`config.mk`:
```
export PLATFORM = sky130hd
export DESIGN_NAME = event_latch_7ch
export DESIGN_NICKNAME = d
export VERILOG_FILES = /design/src/rtl/event_latch_pkg.sv /design/src/rtl/event_latch_prio_enc7.sv /design/src/rtl/event_latch_7ch.sv
export SDC_FILE = /design/constraint.sdc
export NUM_CORES = 1
export LEC_CHECK = 0
export CAP_MARGIN = 10
export CORE_MARGIN = 3
export CORE_UTILIZATION = 39
export DETAILED_ROUTE_END_ITERATION = 10
export GPL_ROUTABILITY_DRIVEN = 0
export PLACE_DENSITY = 0.85
export SYNTH_ARGS = -nofsm -noshare
export SYNTH_HDL_FRONTEND = slang
export SYNTH_SLANG_ARGS = --single-unit
```
`constraint.sdc`:
```
create_clock -name clk -period 1.38 [get_ports clk]
set_input_delay 0.207 -clock clk [delete_from_list [all_inputs] [get_ports clk]]
set_output_delay 0.207 -clock clk [all_outputs]
set_load 0.01 [all_outputs]
```
`src/rtl/event_latch_pkg.sv`:
```
// Shared constants for the seven-channel event latch and its priority encoder.
package event_latch_pkg;

  localparam int          CHANNELS   = 7;
  localparam int          INDEX_W    = 8;
  localparam logic [7:0]  INDEX_NONE = 8'd0;
  localparam logic [6:0]  MASK_RESET = 7'h7F;

endpackage

```
`src/rtl/event_latch_prio_enc7.sv`:
```
// Lowest-channel-first priority encoder: 1-based channel index (0 = none) plus valid.
// Purely combinational.
module prio_enc7
  import event_latch_pkg::*;
#(
  parameter int unsigned UUID = 0
) (
  input  logic [CHANNELS-1:0] req,
  output logic [INDEX_W-1:0]  index,
  output logic                valid
);

  logic unused_uuid;
  assign unused_uuid = ^UUID;

  // Scan from the top down so the lowest set channel is the last to write.
  always_comb begin
    index = INDEX_NONE;
    for (int i = CHANNELS - 1; i >= 0; i--) begin
      if (req[i]) index = INDEX_W'(i + 1);
    end
  end

  assign valid = |req;

endmodule

```
`src/rtl/event_latch_7ch.sv`:
```
// Seven-channel sticky event capture with enable mask, priority index and one-per-cycle Ack.
// Build option EVENT_LATCH_LEVEL_EN selects level capture (no edge detect, Lost tied 0).
module event_latch_7ch
  import event_latch_pkg::*;
#(
  parameter int unsigned UUID = 0,
  parameter string       NAME = ""
) (
  input  logic       clk,
  input  logic       rst,
  input  logic       Req_1,
  input  logic       Req_2,
  input  logic       Req_3,
  input  logic       Req_4,
  input  logic       Req_5,
  input  logic       Req_6,
  input  logic       Req_7,
  input  logic       Mask_Load,
  input  logic [7:0] Mask_Data,
  input  logic       Ack,
  input  logic       Clear_Lost,
  output logic       Pending_1,
  output logic       Pending_2,
  output logic       Pending_3,
  output logic       Pending_4,
  output logic       Pending_5,
  output logic       Pending_6,
  output logic       Pending_7,
  output logic       Valid,
  output logic [7:0] Index,
  output logic       Lost
);

  localparam bit HAS_NAME = (NAME != "");

  logic [CHANNELS-1:0] req;
  logic [CHANNELS-1:0] pend;
  logic [CHANNELS-1:0] mask;
  logic [CHANNELS-1:0] pending;
  logic [CHANNELS-1:0] set_vec;
  logic [CHANNELS-1:0] clr_vec;
  logic [CHANNELS-1:0] pend_nxt;
  logic [INDEX_W-1:0]  index;
  logic                valid;

  assign req     = {Req_7, Req_6, Req_5, Req_4, Req_3, Req_2, Req_1};
  assign pending = pend & mask;

  prio_enc7 #(
    .UUID (UUID ^ 32'd1)
  ) u_prio (
    .req   (pending),
    .index (index),
    .valid (valid)
  );

  // Ack retires exactly the channel currently shown on Index (old mask).
  always_comb begin
    clr_vec = '0;
    for (int i = 0; i < CHANNELS; i++) begin
      clr_vec[i] = Ack && valid && (index == INDEX_W'(i + 1));
    end
  end

  // A set on the same channel as a clear wins.
  assign pend_nxt = (pend & ~clr_vec) | set_vec;

`ifdef EVENT_LATCH_LEVEL_EN
  logic unused_cfg;
  assign unused_cfg = ^{UUID, HAS_NAME, Mask_Data[7], Clear_Lost};
  assign set_vec    = req;
  assign Lost       = 1'b0;

  always_ff @(posedge clk) begin
    if (rst) begin
      pend <= '0;
      mask <= MASK_RESET;
    end else begin
      pend <= pend_nxt;
      if (Mask_Load) mask <= Mask_Data[CHANNELS-1:0];
    end
  end
`else
  logic [CHANNELS-1:0] req_q;
  logic                lost;
  logic                lost_set;
  logic unused_cfg;
  assign unused_cfg = ^{UUID, HAS_NAME, Mask_Data[7]};

  assign set_vec  = req & ~req_q;
  assign lost_set = |(set_vec & pend & ~clr_vec);
  assign Lost     = lost;

  always_ff @(posedge clk) begin
    if (rst) begin
      pend  <= '0;
      mask  <= MASK_RESET;
      req_q <= '0;
      lost  <= 1'b0;
    end else begin
      pend  <= pend_nxt;
      req_q <= req;
      if (Mask_Load) mask <= Mask_Data[CHANNELS-1:0];
      if (lost_set)        lost <= 1'b1;
      else if (Clear_Lost) lost <= 1'b0;
    end
  end
`endif

  assign {Pending_7, Pending_6, Pending_5, Pending_4, Pending_3, Pending_2, Pending_1} = pending;
  assign Valid = valid;
  assign Index = index;

endmodule

```
==> results.json, run 1 <==
{
  "outcome": "finished, violations left",
  "violations": "setup timing",
  "die-area_um2": 3220,
  "setup_viol": 8,
  "first_pass_iters": 4,
  "drc_errors": 0,
  "synth_seq_cells": 22,
  "critPathMaxFanout": 4,
  "p_sw_mw": 0.453,
  "die_h_um": 56.7,
  "cts_tree": "yes",
  "synth-seq-area-share_pct": 43.9,
  "start_util_pct": 43.3,
  "startpoint_type": "flip-flop",
  "clk_path_buf_depth": 2,
  "dp_hpwl_um": 2080,
  "hp-class": "primary input to flip-flop",
  "p_comb_share_pct": 33.9,
  "skew_ps": 5.10,
  "cp.required_ps": 1570,
  "cp-end-kind": "flip-flop",
  "die_w_um": 56.7,
  "final_net_count": 198,
  "antenna_found_initial": 0,
  "insertion_delay_ps": 300,
  "syn_area_um2": 1000,
  "postRouteWirelength_um": 3130,
  "post-synth-top-area-cell": "dfxtp_1",
  "min_period_ps": 1570,
  "r2r_start": "mask[1]",
  "clock_sinks": 22,
  "fmax_mhz": 637,
  "row_count": 17,
  "p_int_mw": 1.07,
  "grt.total_usage_pct": 19.3,
  "endpoint": "Lost",
  "cp.depth": 6,
  "cp.arrival_ps": 1760,
  "drive_gt1_share_pct": 50.0,
  "cts_hold_buf": 0,
  "cts_buffers": 3,
  "drt_iter0_markers": 48,
  "finalMaxSlewViolations": 0,
  "seqPwrFrac_pct": 47.4,
  "crit_chain": "buf_6, a22oi_2, and3_4, nand2_4, a311oi_2, a31oi_1",
  "timing.final.crit_share_pct": 114,
  "reg2regPathDepth": 6,
  "syn_inst": 116,
  "p_clk_share_pct": 18.7,
  "p_total_mw": 1.52,
  "swShare_pct": 29.8,
  "max_stage_delay_ps": 340,
  "n_antenna_cell": 0,
  "synthDistinctLibCells": 31,
  "hold_viol": 0,
  "crit_family": "compound AO/OA/AOI/OAI gates",
  "place_area_um2": 1520,
  "setup_ws_ps": -191,
  "ant_nets": 0,
  "yosys-top-cells-area": "dfxtp_1 44%, nor2b_1 11%, a211o_1 6.1%",
  "cts_root_buffer": "clkbuf_4",
  "avgSynthCellArea_um2": 8.65,
  "regToRegEndpoint": "Lost",
  "io_buffers": 30,
  "grt_pass1_vias": 1056,
  "ir_worst_vdd_mv": 0.784,
  "yosysWarnings": 0,
  "io_pins": 37,
  "htreeDepth": 1,
  "critPathLaunch": "mask[1]",
  "power_density_nw_per_um2": 903,
  "critPathBufInv": 1,
  "vias": 1080,
  "via_per_inst": 5.29,
  "rsz0062_at_grt": "true",
  "critical_path_class": "flip-flop to flip-flop",
  "finish.utilization_pct": 72.6,
  "fin_area_um2": 1680,
  "maxCapViolations": 0,
  "slowest_stage": "dfxtp_2",
  "wl_per_cell_um": 15.3,
  "core_area_um2": 2320,
  "n_fill_cell": 159,
  "synthToLayoutAreaGrowth_pct": 67.7,
  "ff2ff_setup_slack_ps": -190,
  "p_leak_nw": 0.752,
  "grt_pass1_wl_um": 4860,
  "path_clk_slew_ps": 120,
  "grt_max_degree": 23,
  "grt_overflow": 0,
  "synth_top_area_share_pct": 43.9
}
[synthesized netlist by cell type]
| cell | instances |
|---|---|
| and2_1 | 3 |
| buf_2 | 1 |
| nand2b_1 | 2 |
| or2b_1 | 2 |
| nand3_1 | 4 |
| nand2_2 | 1 |
| a311oi_1 | 1 |
| clkbuf_1 | 2 |
| a31oi_1 | 4 |
| inv_1 | 4 |
| dfxtp_1 | 22 |
| o21ai_2 | 1 |
| nand4_1 | 2 |
| buf_6 | 1 |
| conb_1 | 1 |
| or2_2 | 1 |
| a21boi_0 | 1 |
| a21o_1 | 1 |
| nor3_1 | 1 |
| o221ai_1 | 1 |
| and3_2 | 1 |
| o21ai_1 | 1 |
| nor2b_1 | 18 |
| buf_4 | 5 |
| a211o_1 | 7 |
| nor4_1 | 1 |
| and3_4 | 1 |
| nor2_1 | 6 |
| a22oi_2 | 1 |
| nand2_1 | 11 |
| a21oi_1 | 8 |
[through the flow]
| step | TNS, ps | std cells | setup slack (ps) | hold WS, ps |
|---|---|---|---|---|
| 6_report | -854 | 204 | -191 | 466 |
| 5_1_grt | -1340 | 204 | -241 | 459 |
| 4_1_cts | -527 | 203 | -142 | 464 |
| 3_5_place_dp | -1480 | 196 | -307 | 504 |
| 3_3_place_gp | -1010 | 196 | -221 | 491 |
| 2_1_floorplan | 0 | 120 | 72.2 | 279 |
[area by class of cell]
| class | count | area [µm²] | share of cell area (%) |
|---|---|---|---|
| tap | 28 | 35.0 | 2.08 |
| inverter | 4 | 15.0 | 0.892 |
| timing repair buffer | 62 | 520 | 30.9 |
| clock buffer | 3 | 22.5 | 1.34 |
| multi-input combinational | 85 | 627 | 37.2 |
| sequential | 22 | 463 | 27.5 |
[sequential cells by signal, indices dropped and copies added (netlist names)]
| register | flops |
|---|---|
| Lost | 1 |
| mask | 7 |
| req_q | 7 |
| pend | 7 |
[kinds of logic after synthesis]
group | synth area share (%)
compound gates | 18.5
buf+inv | 7.61
flops | 43.9
other cells | 0.374
simple gates | 29.7
[layer usage]
layer	global-route usage [%]	vias to the layer above	part of all wire (%)
met5	0	-	0
met4	7.46	0	2.2
met3	3.45	10	5.5
met2	36.0	53	54
met1	21.2	503	38
li1	-	514	-
[power groups by stage]
stage	Sequential [mW]	Combinational, mW	Clock [mW]
global placement	0.715	0.434	0
floorplan	0.719	0.195	0
CTS	0.718	0.481	0.294
finish	0.721	0.515	0.284
global route	0.724	0.551	0.329
detailed placement	0.718	0.448	0
[worst min-delay path by stage]
stage | from | endpoint | slack (ps) | depth (start not counted)
finish | Req_7 | req_q[6] | 470 | 2
global route | Req_5 | req_q[4] | 460 | 2
CTS | Req_7 | req_q[6] | 460 | 2
detailed placement | req_q[4] | pend[4] | 500 | 2
global placement | req_q[4] | pend[4] | 490 | 2
floorplan | rst | req_q[4] | 280 | 1
[repair_timing]
item                                    4_1_cts  5_1_grt
setup buffers                                 4        1
endpoints found under the setup margin       13       14
gates resized for setup                      77       16
pin swaps                                    16        6
[placed cells by master, fill, tap and decap left out, types with 2 or more instances in the layout]
cell type and count:
buf_4 27, clkdlybuf4s50_1 18, nand3_2 2, clkbuf_2 3, nand2_2 2, and2_4 3
a21oi_1 4, clkbuf_4 3, a21oi_2 3, a211o_1 7, inv_1 2, buf_2 8
nand3_1 2, conb_1 5, inv_2 2, nor2b_1 18, and3_4 2, nand2b_1 2
nand2_1 6, nand4_1 2, a31oi_1 4, dfxtp_1 8, or2b_1 2, buf_6 3
dfxtp_4 2, nor2_1 4, dfxtp_2 12, nand2_4 4, buf_12 2
Power figures use the tool's default switching activity.
==> run 2, diff against run 1 <==
Settings changed: GPL_ROUTABILITY_DRIVEN 0 to 1, PLACE_DENSITY 0.85 to 0.75.
==> run 2 against run 1 <==
Against the previous run:
- the run still ends with setup timing left
- first-iteration DRC count fell by 46%
- critical path depth rose by 1
- sequential share of layout area shrank 0.90 points
- maximum frequency grew 0.17%
- global-route usage increased by 1.4 points
- cell count is 2.0% higher
- worst hold slack lost 17 ps
- via count increased by 0.28%
- largest cell class unchanged
- highest routed layer unchanged
==> results.json, run 2 (synthesized netlist as in run 1, its figures left out) <==
{
  "seqPwrFrac_pct": 41.2,
  "clock_sinks": 22,
  "p_leak_nw": 0.788,
  "p_sw_mw": 0.480,
  "min_period_ps": 1570,
  "io_buffers": 30,
  "cp.arrival_ps": 1790,
  "grt_pass1_vias": 1084,
  "cts_hold_buf": 0,
  "fin_setup_tns_ps": -893,
  "swShare_pct": 27.4,
  "crit_chain": "buf_6, a22oi_2, and3_4, buf_12, a31oi_1, a31oi_1, a31oi_1",
  "vias": 1083,
  "dp_hpwl_um": 1890,
  "critical_path_class": "flip-flop to flip-flop",
  "antenna_found_initial": 0,
  "grt_max_degree": 23,
  "power_density_nw_per_um2": 1000,
  "cts_buffers": 3,
  "cp.required_ps": 1600,
  "holdPathStages": 2,
  "startpoint_type": "flip-flop",
  "p_total_mw": 1.75,
  "core_area_um2": 2320,
  "rsz0062_at_grt": "true",
  "crit_top_cell": "a31oi_1",
  "drc_errors": 0,
  "synthToLayoutAreaGrowth_pct": 74.3,
  "start_util_pct": 43.3,
  "ant_nets": 0,
  "whs_ps": 449,
  "io_pins": 37,
  "p_comb_share_pct": 30.1,
  "grt.total_usage_pct": 20.7,
  "clk_path_buf_depth": 2,
  "die-area_um2": 3220,
  "pre_cts_ws_ps": -304,
  "first_pass_iters": 4,
  "finalMaxSlewViolations": 0,
  "final_net_count": 201,
  "maxCapViolations": 0,
  "path_clk_slew_ps": 130,
  "cp-end-kind": "flip-flop",
  "drt_iter0_markers": 26,
  "grt_pass1_wl_um": 5070,
  "violations": "setup timing",
  "p_clk_share_pct": 28.7,
  "wl_per_cell_um": 15.6,
  "drive_gt1_share_pct": 50.0,
  "place_congestion": 0.872,
  "max_stage_delay_ps": 360,
  "setup_ws_ps": -188,
  "grt_overflow": 0,
  "setup_viol": 7,
  "die_h_um": 56.7,
  "postRouteWirelength_um": 3240,
  "reg_top3": "mask x7, pend x7, req_q x7",
  "n_antenna_cell": 0,
  "hp-class": "primary input to flip-flop",
  "p_int_mw": 1.27,
  "outcome": "finished, violations left",
  "critPathMaxFanout": 4,
  "timing.final.crit_share_pct": 114,
  "layout_commonest_cell": "buf_4",
  "slowest_stage": "dfxtp_2",
  "row_count": 17,
  "final_cell_mix": "30 x buf_4, 18 x nor2b_1, 18 x clkdlybuf4s50_1",
  "place_area_um2": 1490,
  "via_per_inst": 5.21,
  "die_w_um": 56.7,
  "reg2regPathDepth": 7,
  "hold_viol": 0,
  "fin_area_um2": 1750,
  "ir_worst_vdd_mv": 0.845,
  "insertion_delay_ps": 330,
  "cts_root_buffer": "clkbuf_4",
  "htreeDepth": 1,
  "cts_tree": "yes",
  "fmax_mhz": 638,
  "skew_ps": 14.7
}
run 2: cell types whose count changed in the layout (fill, tap and decap cells not counted), moves of 2 or more:
cell      change
buf_2         -2
clkbuf_2      +2
inv_2         -2
inv_1         +2
buf_4         +3
run 2: path summary, 6_finish.rpt:
| check | startpoint | end | slack, ps |
|---|---|---|---|
| min | Req_3 | req_q[2] | 450 |
| max reg2reg | mask[0] | Lost | -190 |
| max | mask[0] | Lost | -190 |
| min reg2reg | req_q[4] | pend[4] | 510 |
run 2: metal layers:
layer	part of all wire [%]	routed length [µm]	track usage, %	vias up
met4	2.7	86	10.2	0
met1	42	1350	22.2	518
met5	0	0	0	-
met2	51	1640	38.1	38
met3	4.8	157	3.91	7
li1	-	-	-	520
run 2: cell type report:
| type | instances | area [µm²] |
|---|---|---|
| clock inverter | 1 | 30.0 |
| fill | 138 | 569 |
| inverter | 4 | 15.0 |
| tap | 28 | 35.0 |
| clock buffer | 3 | 22.5 |
| timing repair buffer | 65 | 552 |
| multi-input combinational | 85 | 629 |
| sequential | 22 | 465 |
run 2: per-stage QoR:
step | utilization, % | instances
after floorplan | - | 120
after global placement | 64.3 | 192
after detailed placement | 64.3 | 192
after CTS | 72.6 | 206
after global routing | 75.4 | 208
final | 75.4 | 208
run 2: power groups by stage:
stage,Sequential (mW),Clock (mW),Combinational (mW)
floorplan,0.719,0,0.195
global route,0.727,0.529,0.564
finish,0.722,0.502,0.527
CTS,0.715,0.495,0.470
global placement,0.717,0,0.417
detailed placement,0.719,0,0.430
run 2: what timing repair did:
item	in CTS	in global routing
pin swaps	14	10
endpoints found under the hold margin	0	0
endpoints found under the setup margin	14	15
buffers inserted	11	3
resized for setup	67	23
cloned	0	0
run 2: critical path: cells and delay by family (launching register included):
family | cells | cell delay (ps)
DFF | 1 | 360
AOI/OAI and AO/OA | 4 | 610
buffers and inverters | 2 | 230
and+or+nand+nor | 1 | 270
